`src/rtl/alu_seq_ctrl.sv`:
```
`default_nettype none
// ============================================================================
// Module   : alu_seq_ctrl
// Function : Sequences one ALU operation: operand load, timed execute,
//            low/high result capture, done pulse; rejects illegal opcodes.
// Revision : 1.0
// ============================================================================
module alu_seq_ctrl #(
    parameter int ALU_LAT = 1
) (
    input  logic        clk,
    input  logic        clr,
    input  logic        start,
    input  logic [4:0]  op,
    input  logic [31:0] ra_data,
    input  logic [31:0] rb_data,
    input  logic [63:0] z_in,
    output logic [31:0] alu_y,
    output logic [31:0] alu_b,
    output logic [4:0]  alu_opcode,
    output logic [31:0] zlo,
    output logic [31:0] zhi,
    output logic        busy,
    output logic        done,
    output logic        illegal
);

    localparam logic [2:0] S_IDLE   = 3'd0;
    localparam logic [2:0] S_LOAD_Y = 3'd1;
    localparam logic [2:0] S_EXEC   = 3'd2;
    localparam logic [2:0] S_CAP_LO = 3'd3;
    localparam logic [2:0] S_CAP_HI = 3'd4;
    localparam logic [2:0] S_DONE   = 3'd5;

    localparam logic [4:0] OP_MUL = 5'b01111;
    localparam logic [4:0] OP_DIV = 5'b10000;
    localparam logic [4:0] OP_NEG = 5'b10001;
    localparam logic [4:0] OP_NOT = 5'b10010;

    localparam logic [3:0] LAT_LAST = 4'(ALU_LAT - 1);

    logic [2:0]  r_state;
    logic [2:0]  w_next;
    logic [3:0]  r_cnt;
    logic [4:0]  r_op;
    logic [31:0] r_rb;
    logic        r_illegal;
    logic        w_legal;
    logic        w_accept;
    logic        w_reject;

    always_comb begin
        case (op)
            5'b00011, 5'b00100, 5'b00101, 5'b00110, 5'b00111,
            5'b01000, 5'b01001, 5'b01010, 5'b01011,
            OP_MUL, OP_DIV, OP_NEG, OP_NOT: w_legal = 1'b1;
            default:                        w_legal = 1'b0;
        endcase
    end

    assign w_accept = (r_state == S_IDLE) && start && w_legal;
    assign w_reject = (r_state == S_IDLE) && start && !w_legal;

    always_ff @(posedge clk or negedge clr) begin
        if (!clr) begin
            r_state <= S_IDLE;
        end else begin
            r_state <= w_next;
        end
    end

    always_comb begin
        w_next = r_state;
        case (r_state)
            S_IDLE:   if (w_accept) w_next = S_LOAD_Y;
            S_LOAD_Y: w_next = S_EXEC;
            S_EXEC:   if (r_cnt == LAT_LAST) w_next = S_CAP_LO;
            // Only the double-word results carry a meaningful high half
            S_CAP_LO: w_next = ((r_op == OP_MUL) || (r_op == OP_DIV)) ? S_CAP_HI : S_DONE;
            S_CAP_HI: w_next = S_DONE;
            S_DONE:   w_next = S_IDLE;
            default:  w_next = S_IDLE;
        endcase
    end

    always_comb begin
        busy = (r_state != S_IDLE);
        done = (r_state == S_DONE);
    end

    assign illegal = r_illegal;

    always_ff @(posedge clk or negedge clr) begin
        if (!clr) begin
            r_cnt      <= 4'd0;
            r_op       <= 5'd0;
            r_rb       <= 32'd0;
            r_illegal  <= 1'b0;
            alu_y      <= 32'd0;
            alu_b      <= 32'd0;
            alu_opcode <= 5'd0;
            zlo        <= 32'd0;
            zhi        <= 32'd0;
        end else begin
            r_illegal <= w_reject;
            case (r_state)
                S_IDLE: begin
                    if (w_accept) begin
                        r_op  <= op;
                        r_rb  <= rb_data;
                        // Unary ops take their operand on the B side; Y is zeroed
                        alu_y <= ((op == OP_NEG) || (op == OP_NOT)) ? 32'd0 : ra_data;
                    end
                end
                S_LOAD_Y: begin
                    alu_b      <= r_rb;
                    alu_opcode <= r_op;
                    r_cnt      <= 4'd0;
                end
                S_EXEC:   r_cnt <= r_cnt + 4'd1;
                S_CAP_LO: zlo   <= z_in[31:0];
                S_CAP_HI: zhi   <= z_in[63:32];
                default:  ;
            endcase
        end
    end

endmodule
`default_nettype wire

```
`config.mk`:
```
export PLATFORM = sky130hd
export DESIGN_NAME = alu_seq_ctrl
export DESIGN_NICKNAME = d
export VERILOG_FILES = /design/src/rtl/alu_seq_ctrl.sv
export SDC_FILE = /design/constraint.sdc
export NUM_CORES = 1
export LEC_CHECK = 0
export CORE_UTILIZATION = 40
export DETAILED_ROUTE_END_ITERATION = 6
export PLACE_DENSITY = 0.89
export SLEW_MARGIN = 10
export SYNTH_ARGS = -nofsm -noshare
export SYNTH_HDL_FRONTEND = slang
export SYNTH_SLANG_ARGS = --single-unit
```
`constraint.sdc`:
```
create_clock -name clk -period 1.8 [get_ports clk]
set_input_delay 0.36 -clock clk [delete_from_list [all_inputs] [get_ports clk]]
set_output_delay 0.36 -clock clk [all_outputs]
set_load 0.01 [all_outputs]
```
==> results of run 1 <==
placed cells by master (no fill, tap or decap), types with 4 or more instances in the layout:
cell type,Yosys,final
a21oi_1,6,6
buf_12,0,10
buf_4,1,15
buf_6,4,4
clkbuf_16,0,18
clkdlybuf4s50_1,0,268
dfrtp_1,178,178
inv_1,38,38
inv_6,0,4
mux2_2,132,132
mux2_4,0,6
mux2i_1,32,31
nand2_1,37,37
o21ai_0,6,6
metrics by stage:
stage / cell area, um2 / std cells
after global placement: 10300 / 996
after CTS: 10900 / 1029
final: 11000 / 1030
after detailed placement: 10300 / 996
after floorplan: 7110 / 496
after global routing: 11000 / 1030
layer usage:
| layer | wire (um) | part of all wire [%] | GRT usage (%) |
|---|---|---|---|
| met1 | 6890 | 41 | 23.3 |
| met2 | 8540 | 51 | 32.6 |
| met3 | 1130 | 6.7 | 5.59 |
| met4 | 255 | 1.5 | 6.24 |
| met5 | 0 | 0 | 0 |
area by class of cell:
cell class,count,share of cell area (%)
tap,225,2.57
inverter,38,1.30
multi-input combinational,256,21.8
timing repair buffer,301,28.2
clock inverter,14,1.61
sequential,178,40.6
clock buffer,18,3.92
worst max-delay path, stage by stage, from the launching register on:
cell	delay, ns
dfrtp_1	0.38
or4b_4	0.58
a211oi_4	0.23
a21oi_4	0.10
buf_12	0.19
mux2_4	0.30
worst paths after layout:
path	endpoint	from	cells past startpoint	slack [ns]
max	r_rb[26]$_DFFE_PN0P_	r_state[2]$_DFFE_PN0P_	5	-0.11
min	zhi[15]$_DFFE_PN0P_	clr	2	0.44
max reg2reg	r_rb[26]$_DFFE_PN0P_	r_state[2]$_DFFE_PN0P_	5	-0.11
min reg2reg	r_rb[27]$_DFFE_PN0P_	r_rb[27]$_DFFE_PN0P_	1	0.50
max in group asynchronous	alu_y[8]$_DFFE_PN0P_	clr	3	0.78
min in group clk	alu_y[0]$_DFFE_PN0P_	ra_data[0]	3	0.48
kinds of logic (layout without fill, tap and decap cells):
| kind of cell | count (synthesis) | after routing |
|---|---|---|
| adder cells (fa/ha/maj) | 2 | 2 |
| flip-flops | 178 | 178 |
| buffers and inverters | 62 | 371 |
| XOR/XNOR | 2 | 2 |
| AND/OR/NAND/NOR | 60 | 60 |
| multiplexers | 170 | 170 |
| AO/OA/AOI/OAI | 22 | 22 |
power by group through the flow:
stage / Sequential [mW] / Combinational, mW / Clock [mW]
final: 7.12 / 8.16 / 3.82
after global routing: 7.40 / 8.77 / 4.08
after CTS: 7.15 / 8.25 / 3.93
after detailed placement: 7.20 / 8.21 / 0
after global placement: 7.07 / 7.98 / 0
after floorplan: 7.74 / 3.12 / 0
what timing repair did:
action | in CTS | in global routing
resized for setup | 13 | 1
cloned | 0 | 1
pin swaps | 1 | 0
endpoints found under the hold margin | 38 | 0
endpoints found under the setup margin | 69 | 68
hold buffers | 1 | 0
sequential cells by signal, summed over array words and instances (netlist names):
signal and flops:
r_cnt 4, zhi 32, r_op 5, illegal 1, r_state 3, zlo 32
r_rb 32, alu_opcode 5, alu_y 32, alu_b 32
==> flow_metrics.tcl, run 1 <==
set metrics [dict create \
    grt.overflow.total 0 \
    maxCapViolCount 0 \
    drt_iter0_drc 207 \
    critPathLaunchType "register" \
    setup_viol 68 \
    synth_compound_area_share_pct 1.98 \
    diodes 0 \
    drtPass1Iterations 4 \
    cts_max_level 4 \
    ys_types 35 \
    crit_arrival_ns 2.20 \
    hp-class "input port to asynchronous set/reset pin" \
    synth_xor_area_share_pct 0.248 \
    std_cell_rows 48 \
    critical_path.endpoint_type "register" \
    synth-simple-area-share_pct 4.02 \
    drive_gt1_share_pct 25.8 \
    synth_seq_cells 178 \
    clock_skew_ns 0.00773 \
    clk_pin_slew_ns 0.07 \
    grt_start_max_net_pins 45 \
    die_x_um 135 \
    ys_seq_area_share_pct 63.0 \
    vdd.ir_drop.worst_mv 0.915 \
    min_period_over_period_pct 106 \
    clock_latency_ns 0.42 \
    outcome "finished, violations left" \
    setup_slack_ns -0.106 \
    gp_congestion 0.785 \
    pwr-share-comb_pct 42.7 \
    routed_wl_um 16800 \
    vias 4870 \
    die_h_um 135 \
    regArea_um2 4450 \
    multi_input_area_um2 2390 \
    grt_pass1_vias 5295 \
    rsz0062_at_grt "yes" \
    intPower_mw 13.4 \
    synth_top_cell_by_area "dfrtp_1" \
    antenna_found_initial 0 \
    hold_viol_final 0 \
    drc 0 \
    worstSetupPathType "register to register" \
    final_core_util_pct 63.4 \
    synth_flop_cell "dfrtp_1" \
    core_area_um2 17300 \
    violations "setup timing" \
    die-area_um2 18200 \
    synth_top_cell_area_share_pct 63.0 \
    synth_top_family_by_area "multiplexers" \
    critPathMaxFanout 17 \
    port_buffers 271 \
    synth_edf_count 0 \
    nFillCells 1312 \
    pre_cts_ws_ns -0.569 \
    syn_nets 634 \
    crit_required_ns 2.10 \
    p_sw_share_pct 30.0 \
    area_growth_pct 55.0 \
    muxShareOfSynthArea_pct 26.5 \
    post_cts_buffers 0 \
    whs_ns 0.439 \
    ant_nets 0 \
    tritoncts "built" \
    clockPowerShare_pct 20.0 \
    min_period_ns 1.91 \
    tightest_slew_ns 0.460 \
    yosysWarnings 0 \
    synthArstFlopShare_pct 100 \
    netlist_area_um2 7070 \
    power_density_nw_per_um2 1740 \
    timing.fmax_ghz 0.525 \
    avgViaCountPerCell 4.73 \
    grt_pass1_wl_um 26900 \
    setup_tns_ns -4.99 \
    synth.avg_cell_area_um2 14.3 \
    clockRootBuffer "clkbuf_16" \
    p_total_mw 19.1 \
    drv_slew 0 \
    clk_path_buf_depth 2 \
    yosysMostFrequentCell "dfrtp_1" \
    synth_area_leaders "dfrtp_1, mux2_2, mux2i_1" \
    synth_fa_ha_area_share_pct 0.354 \
    seq_power_share_pct 37.3 \
    grt_usage_pct 19.2 \
    dp_hpwl_um 12000 \
    max-slew-margin-rel_pct 69.3 \
    leakagePower_nw 5.04 \
    yosys-top-cells-count "dfrtp_1, mux2_2, inv_1" \
    ios 272 \
    switching_power_mw 5.73 \
    wl_per_cell_um 16.3 \
    syn_inst 496 \
    initial_core_util_pct 40.9 \
    clock-sinks 178 \
    cts_made_buffers 17 \
    layout.nets 930 \
]
Note: power is estimated with default switching activity, not from simulation.
==> run 2, diff against run 1 <==
--- a/config.mk
+++ b/config.mk
@@ -8,6 +8,7 @@
 export CORE_UTILIZATION = 40
 export DETAILED_ROUTE_END_ITERATION = 6
 export PLACE_DENSITY = 0.89
+export SETUP_SLACK_MARGIN = 0.4
 export SLEW_MARGIN = 10
 export SYNTH_ARGS = -nofsm -noshare
 export SYNTH_HDL_FRONTEND = slang
==> run 2 against run 1 <==
Against the previous run:
- the run still ends with setup timing left
- sequential power is 0.7% higher
- register-to-register slack better by 0.02 ns
- total power is 3.6% higher
- setup slack better by 0.017 ns
- wire length is 19% higher
- utilization is 1.1 points higher
- via count is 7.4% higher
- clock power is 2% lower
- first-iteration DRC count is 2.9% higher
- critical path type unchanged
- largest power group unchanged
- highest routed layer unchanged
==> flow_metrics.tcl, run 2 (synthesis results as in run 1) <==
set metrics [dict create \
    outcome "finished, violations left" \
    violations "setup timing" \
    ant_nets 0 \
    final_cell_mix "dfrtp_1, clkdlybuf4s50_1, buf_2, mux2_4, mux2_2" \
    drive_gt1_share_pct 46.1 \
    critPathLaunchType "register" \
    crit_required_ns 2.10 \
    max-slew-margin-rel_pct 71.2 \
    crit_buf_inv 2 \
    gp_congestion 0.789 \
    crit_arrival_ns 2.19 \
    whs_ns 0.466 \
    dp_hpwl_um 12300 \
    wl_per_cell_um 18.7 \
    clock_latency_ns 0.42 \
    cts_max_level 4 \
    instances_no_fill 1069 \
    final_common_cell "dfrtp_1" \
    avgViaCountPerCell 4.89 \
    crit_slowest_cell "or4b_4" \
    drtPass1Iterations 4 \
    antenna_found_initial 0 \
    drc 0 \
    r2r_setup_slack_ns -0.09 \
    crit_end "alu_y[5]$_DFFE_PN0P_" \
    routed_wl_um 20000 \
    timing.fmax_ghz 0.529 \
    worstSetupPathType "register to register" \
    core_area_um2 17300 \
    area_growth_pct 57.7 \
    min_period_ns 1.89 \
    setup_viol 70 \
    rsz0062_at_grt "yes" \
    tritoncts "built" \
    drt_iter0_drc 213 \
    hold_viol_final 0 \
    clk_pin_slew_ns 0.07 \
    r2r-start "r_state[1]$_DFFE_PN0P_" \
    clock-sinks 178 \
    clock_skew_ns 0.00857 \
    setup_slack_ns -0.0887 \
    clockRootBuffer "clkbuf_16" \
    reg2reg_depth 6 \
    tightest_slew_ns 0.432 \
    pre_cts_ws_ns -0.530 \
    placed_cells 995 \
    clk_path_buf_depth 2 \
    crit_chain "or4b_4 > a211oi_4 > a21oi_4 > buf_12 > buf_12 > mux2i_2" \
    grt_start_max_net_pins 41 \
    std_cell_rows 48 \
    min_period_over_period_pct 105 \
    vias 5228 \
    die_h_um 135 \
    layout.nets 969 \
    grt_pass1_wl_um 27500 \
    die_x_um 135 \
    crit_start "r_state[1]$_DFFE_PN0P_" \
    critical_path.endpoint_type "register" \
    final_core_util_pct 64.5 \
    port_buffers 271 \
    path_depth 6 \
    die-area_um2 18200 \
    diodes 0 \
    hp-class "input port to asynchronous set/reset pin" \
    grt_pass1_vias 5228 \
    vdd.ir_drop.worst_mv 0.843 \
    grt_usage_pct 19.8 \
    critPathTopFamily "simple AND/OR/NAND/NOR gates" \
    maxCapViolCount 0 \
    grt.overflow.total 0 \
    cp_slowest_stage_delay_ns 0.58 \
    timing.rr.end "alu_y[5]$_DFFE_PN0P_" \
    power_density_nw_per_um2 1770 \
    ios 272 \
    leakagePower_nw 5.63 \
    crit_path_frequent_cell "buf_12" \
    initial_core_util_pct 40.9 \
    drv_slew 0 \
    cts_made_buffers 17 \
    critPathMaxFanout 14 \
]
## run 2: changes by cell type in the layout (fill, tap and decap cells not counted), sizes merged
cell | previous run | this run
buf | 31 | 190
inv | 43 | 44
clkdlybuf4s50 | 268 | 134
clkbuf | 19 | 35
bufinv | 3 | 2
clkinv | 5 | 3
## run 2: through the flow
stage	total power, mW	area, um2	setup TNS (ns)
6_report	19.8	11200	-3.57
3_5_place_dp	15.4	10300	-32.33
3_3_place_gp	15.1	10300	-31.94
4_1_cts	18.2	10600	-3.28
2_1_floorplan	10.9	7160	-1.56
5_1_grt	20.8	11200	-7.62
## run 2: worst min path at each step
stage                            from               endpoint  slack (ns)  depth (start not counted)
after global routing      ra_data[31]  alu_y[31]$_DFFE_PN0P_        0.47                          3
after detailed placement          clr  alu_y[10]$_DFFE_PN0P_        0.32                          1
after CTS                         clr  alu_b[22]$_DFFE_PN0P_        0.45                          2
final                             clr  alu_y[10]$_DFFE_PN0P_        0.47                          2
after floorplan                   clr   alu_b[0]$_DFFE_PN0P_        0.06                          0
after global placement            clr  alu_b[22]$_DFFE_PN0P_        0.32                          1
## run 2: cell type report
type / instances / area (um2)
Multi-Input combinational cell: 256 / 2690
Fill cell: 1289 / 6140
Clock inverter: 12 / 146
Clock buffer: 20 / 447
Tap cell: 225 / 282
Sequential cell: 178 / 4450
Inverter: 38 / 145
Timing Repair Buffer: 340 / 2990
## run 2: per-layer routing
metal	track usage [%]	vias to the layer above	wire length, um
met3	4.09	36	877
li1	-	2368	-
met4	8.74	0	571
met5	0	-	0
met1	24.1	2634	8280
met2	34.0	190	10300
## run 2: repair_timing
action,in CTS,in global routing
hold buffers,1,0
resized for setup,525,118
endpoints found under the setup margin,307,200
cloned,3,13
buffers inserted,15,10
pin swaps,4,3
hold endpoints to repair,35,0
## run 2: worst reg2reg max path: stages (launching register included)
cell and delay, ns:
dfrtp_1 0.38, or4b_4 0.58, a211oi_4 0.21, a21oi_4 0.10, buf_12 0.19, buf_12 0.17
mux2i_2 0.15
## run 2: where the power goes
part	switching (mW)	internal [mW]
clock	1.62	2.12
sequential	1.13	6.03
combinational	3.72	5.15
==> run 3, diff against run 2 <==
--- a/config.mk
+++ b/config.mk
@@ -5,9 +5,9 @@
 export SDC_FILE = /design/constraint.sdc
 export NUM_CORES = 1
 export LEC_CHECK = 0
-export CORE_UTILIZATION = 40
+export CORE_UTILIZATION = 47
 export DETAILED_ROUTE_END_ITERATION = 6
-export PLACE_DENSITY = 0.89
+export PLACE_DENSITY = 0.95
 export SETUP_SLACK_MARGIN = 0.4
 export SLEW_MARGIN = 10
 export SYNTH_ARGS = -nofsm -noshare
==> constraint.sdc (replaced) <==
create_clock -name clk -period 2.21 [get_ports clk]
set_input_delay 0.442 -clock clk [delete_from_list [all_inputs] [get_ports clk]]
set_output_delay 0.442 -clock clk [all_outputs]
set_load 0.01 [all_outputs]
==> run 3 against run 2 <==
Against the previous run:
- the flow now finishes without violations
- hold slack improved by 0.035 ns
- largest cell class unchanged
- clock-buffer cell count did not move
- combinational power fell by 26%
- cell count fell by 8.1%
- highest routed layer unchanged
- setup slack improved by 0.32 ns
- wire length fell by 14%
- clock skew rose by 0.00091 ns
- die area fell by 15%
- sequential power fell by 19%
==> flow_metrics.tcl, run 3 (synthesis results as in run 1) <==
set metrics [dict create \
    outcome "finished, final reports clean" \
    antenna_found_initial 1 \
    min_period_ns 1.98 \
    stdcell_area_um2 10900 \
    drive_gt1_share_pct 25.3 \
    grt_pass1_wl_um 27800 \
    crit_arrival_ns 2.31 \
    hold_viol_final 0 \
    nFillCells 917 \
    r2r_setup_slack_ns 0.28 \
    pwr-share-comb_pct 42.4 \
    tightest_slew_ns 0.424 \
    timing.fmax_ghz 0.505 \
    critPathLaunchType "input port" \
    setup_viol 0 \
    die_x_um 125 \
    worstSetupPathType "input port to register" \
    die-area_um2 15500 \
    die_h_um 125 \
    clockPowerShare_pct 20.0 \
    ios 272 \
    switching_power_mw 4.63 \
    clk_pin_slew_ns 0.07 \
    dp_hpwl_um 12400 \
    final_cell_mix "clkdlybuf4s50_1, dfrtp_1, mux2_2, inv_1, nand2_1" \
    core_area_um2 14600 \
    clock_latency_ns 0.42 \
    grt_usage_pct 22.9 \
    avgViaCountPerCell 5.00 \
    clock_skew_ns 0.00948 \
    port_buffers 271 \
    clk_path_buf_depth 2 \
    leakagePower_nw 5.32 \
    cts_max_level 4 \
    min_period_over_period_pct 89.5 \
    final_common_cell "clkdlybuf4s50_1" \
    hp-class "register to register" \
    tritoncts "built" \
    maxCapViolCount 0 \
    crit_required_ns 2.54 \
    drtPass1Iterations 4 \
    grt_start_max_net_pins 47 \
    clock-sinks 178 \
    final_core_util_pct 74.9 \
    max-slew-margin-rel_pct 71.7 \
    area_growth_pct 54.5 \
    vdd.ir_drop.worst_mv 0.890 \
    grt_pass1_vias 5510 \
    routed_wl_um 17100 \
    initial_core_util_pct 48.5 \
    reg2reg_depth 6 \
    power_density_nw_per_um2 1420 \
    ant_nets 0 \
    critPathMaxFanout 23 \
    drv_slew 0 \
    hold_depth 1 \
    drt_iter0_drc 141 \
    critical_path.endpoint_type "register" \
    seq_power_share_pct 37.7 \
    cts_made_buffers 17 \
    gp_congestion 0.773 \
    std_cell_rows 44 \
    grt.overflow.total 0 \
    vias 4907 \
    drc 0 \
    place_area_um2 10200 \
    clockRootBuffer "clkbuf_16" \
    intPower_mw 10.9 \
    p_sw_share_pct 29.9 \
    rsz0062_at_grt "yes" \
    wl_per_cell_um 17.5 \
    layout.nets 924 \
]
-- run 3: changes by cell type in the layout (fill, tap and decap cells not counted), moves of 4 or more --
cell             previous run  this run
buf_12                     13         8
buf_2                     131         1
buf_4                      31        11
buf_6                      10         6
clkbuf_16                  27        17
clkbuf_2                    5         0
clkdlybuf4s50_1           134       228
dlygate4sd2_1               0         5
dlymetal6s2s_1              0        35
mux2_2                     65       132
mux2_4                     73         6
-- run 3: final timing paths --
path | start | to
max in group asynchronous | clr | r_state[1]$_DFFE_PN0P_
min reg2reg | zlo[7]$_DFFE_PN0P_ | zlo[7]$_DFFE_PN0P_
max | start | alu_y[11]$_DFFE_PN0P_
min | zlo[7]$_DFFE_PN0P_ | zlo[7]$_DFFE_PN0P_
min in group asynchronous | clr | r_rb[13]$_DFFE_PN0P_
max reg2reg | r_state[2]$_DFFE_PN0P_ | alu_y[11]$_DFFE_PN0P_
-- run 3: layout make-up --
class / instances / area [um2] / area share (%)
tap: 184 / 230 / 2.11
antenna: 1 / 2.50 / 0.0229
sequential: 178 / 4460 / 40.8
inverter: 38 / 148 / 1.35
timing repair buffer: 295 / 3090 / 28.3
clock inverter: 10 / 160 / 1.47
clock buffer: 20 / 447 / 4.09
multi-input combinational: 256 / 2400 / 21.9
-- run 3: power by group through the flow --
stage	logic (mW)	clock network, mW	registers, mW
2_1_floorplan	2.54	0	6.30
3_3_place_gp	6.39	0	5.77
3_5_place_dp	6.65	0	5.90
4_1_cts	6.67	3.18	5.88
5_1_grt	7.01	3.32	6.05
6_report	6.57	3.10	5.84
-- run 3: stage by stage --
step                      hold slack (ns)  setup TNS, ns  worst slack (ns)  instances  power (mW)
after CTS                           0.503              0             0.244        980        15.7
after detailed placement            0.396         -11.30            -0.248        949        12.5
after floorplan                     0.146              0             0.347        496        8.84
after global placement              0.389          -9.49            -0.199        949        12.2
final                               0.501              0             0.231        982        15.5
after global routing                0.520              0             0.208        982        16.4
-- run 3: layer usage --
| layer | up-vias | GRT usage [%] | wire length (um) |
|---|---|---|---|
| met5 | - | 0 | 0 |
| met4 | 0 | 8.79 | 420 |
| met3 | 29 | 7.30 | 1240 |
| met2 | 182 | 39.7 | 8790 |
| met1 | 2436 | 26.4 | 6700 |
| li1 | 2260 | - | - |
-- run 3: worst max-delay path, cell delays in order --
cell and delay [ns]:
clkdlybuf4s50_1 0.48, or4b_4 0.51, a211oi_4 0.23, a21oi_4 0.08, buf_12 0.19, buf_4 0.18
mux2i_1 0.19
-- run 3: repair_timing --
item                                   in CTS  in global routing
resized for setup                          19                 43
setup endpoints to repair                  68                119
buffers inserted                            0                  1
cloned                                      0                  0
endpoints found under the hold margin      39                  0
hold buffers                                1                  0
pin swaps                                   1                  0
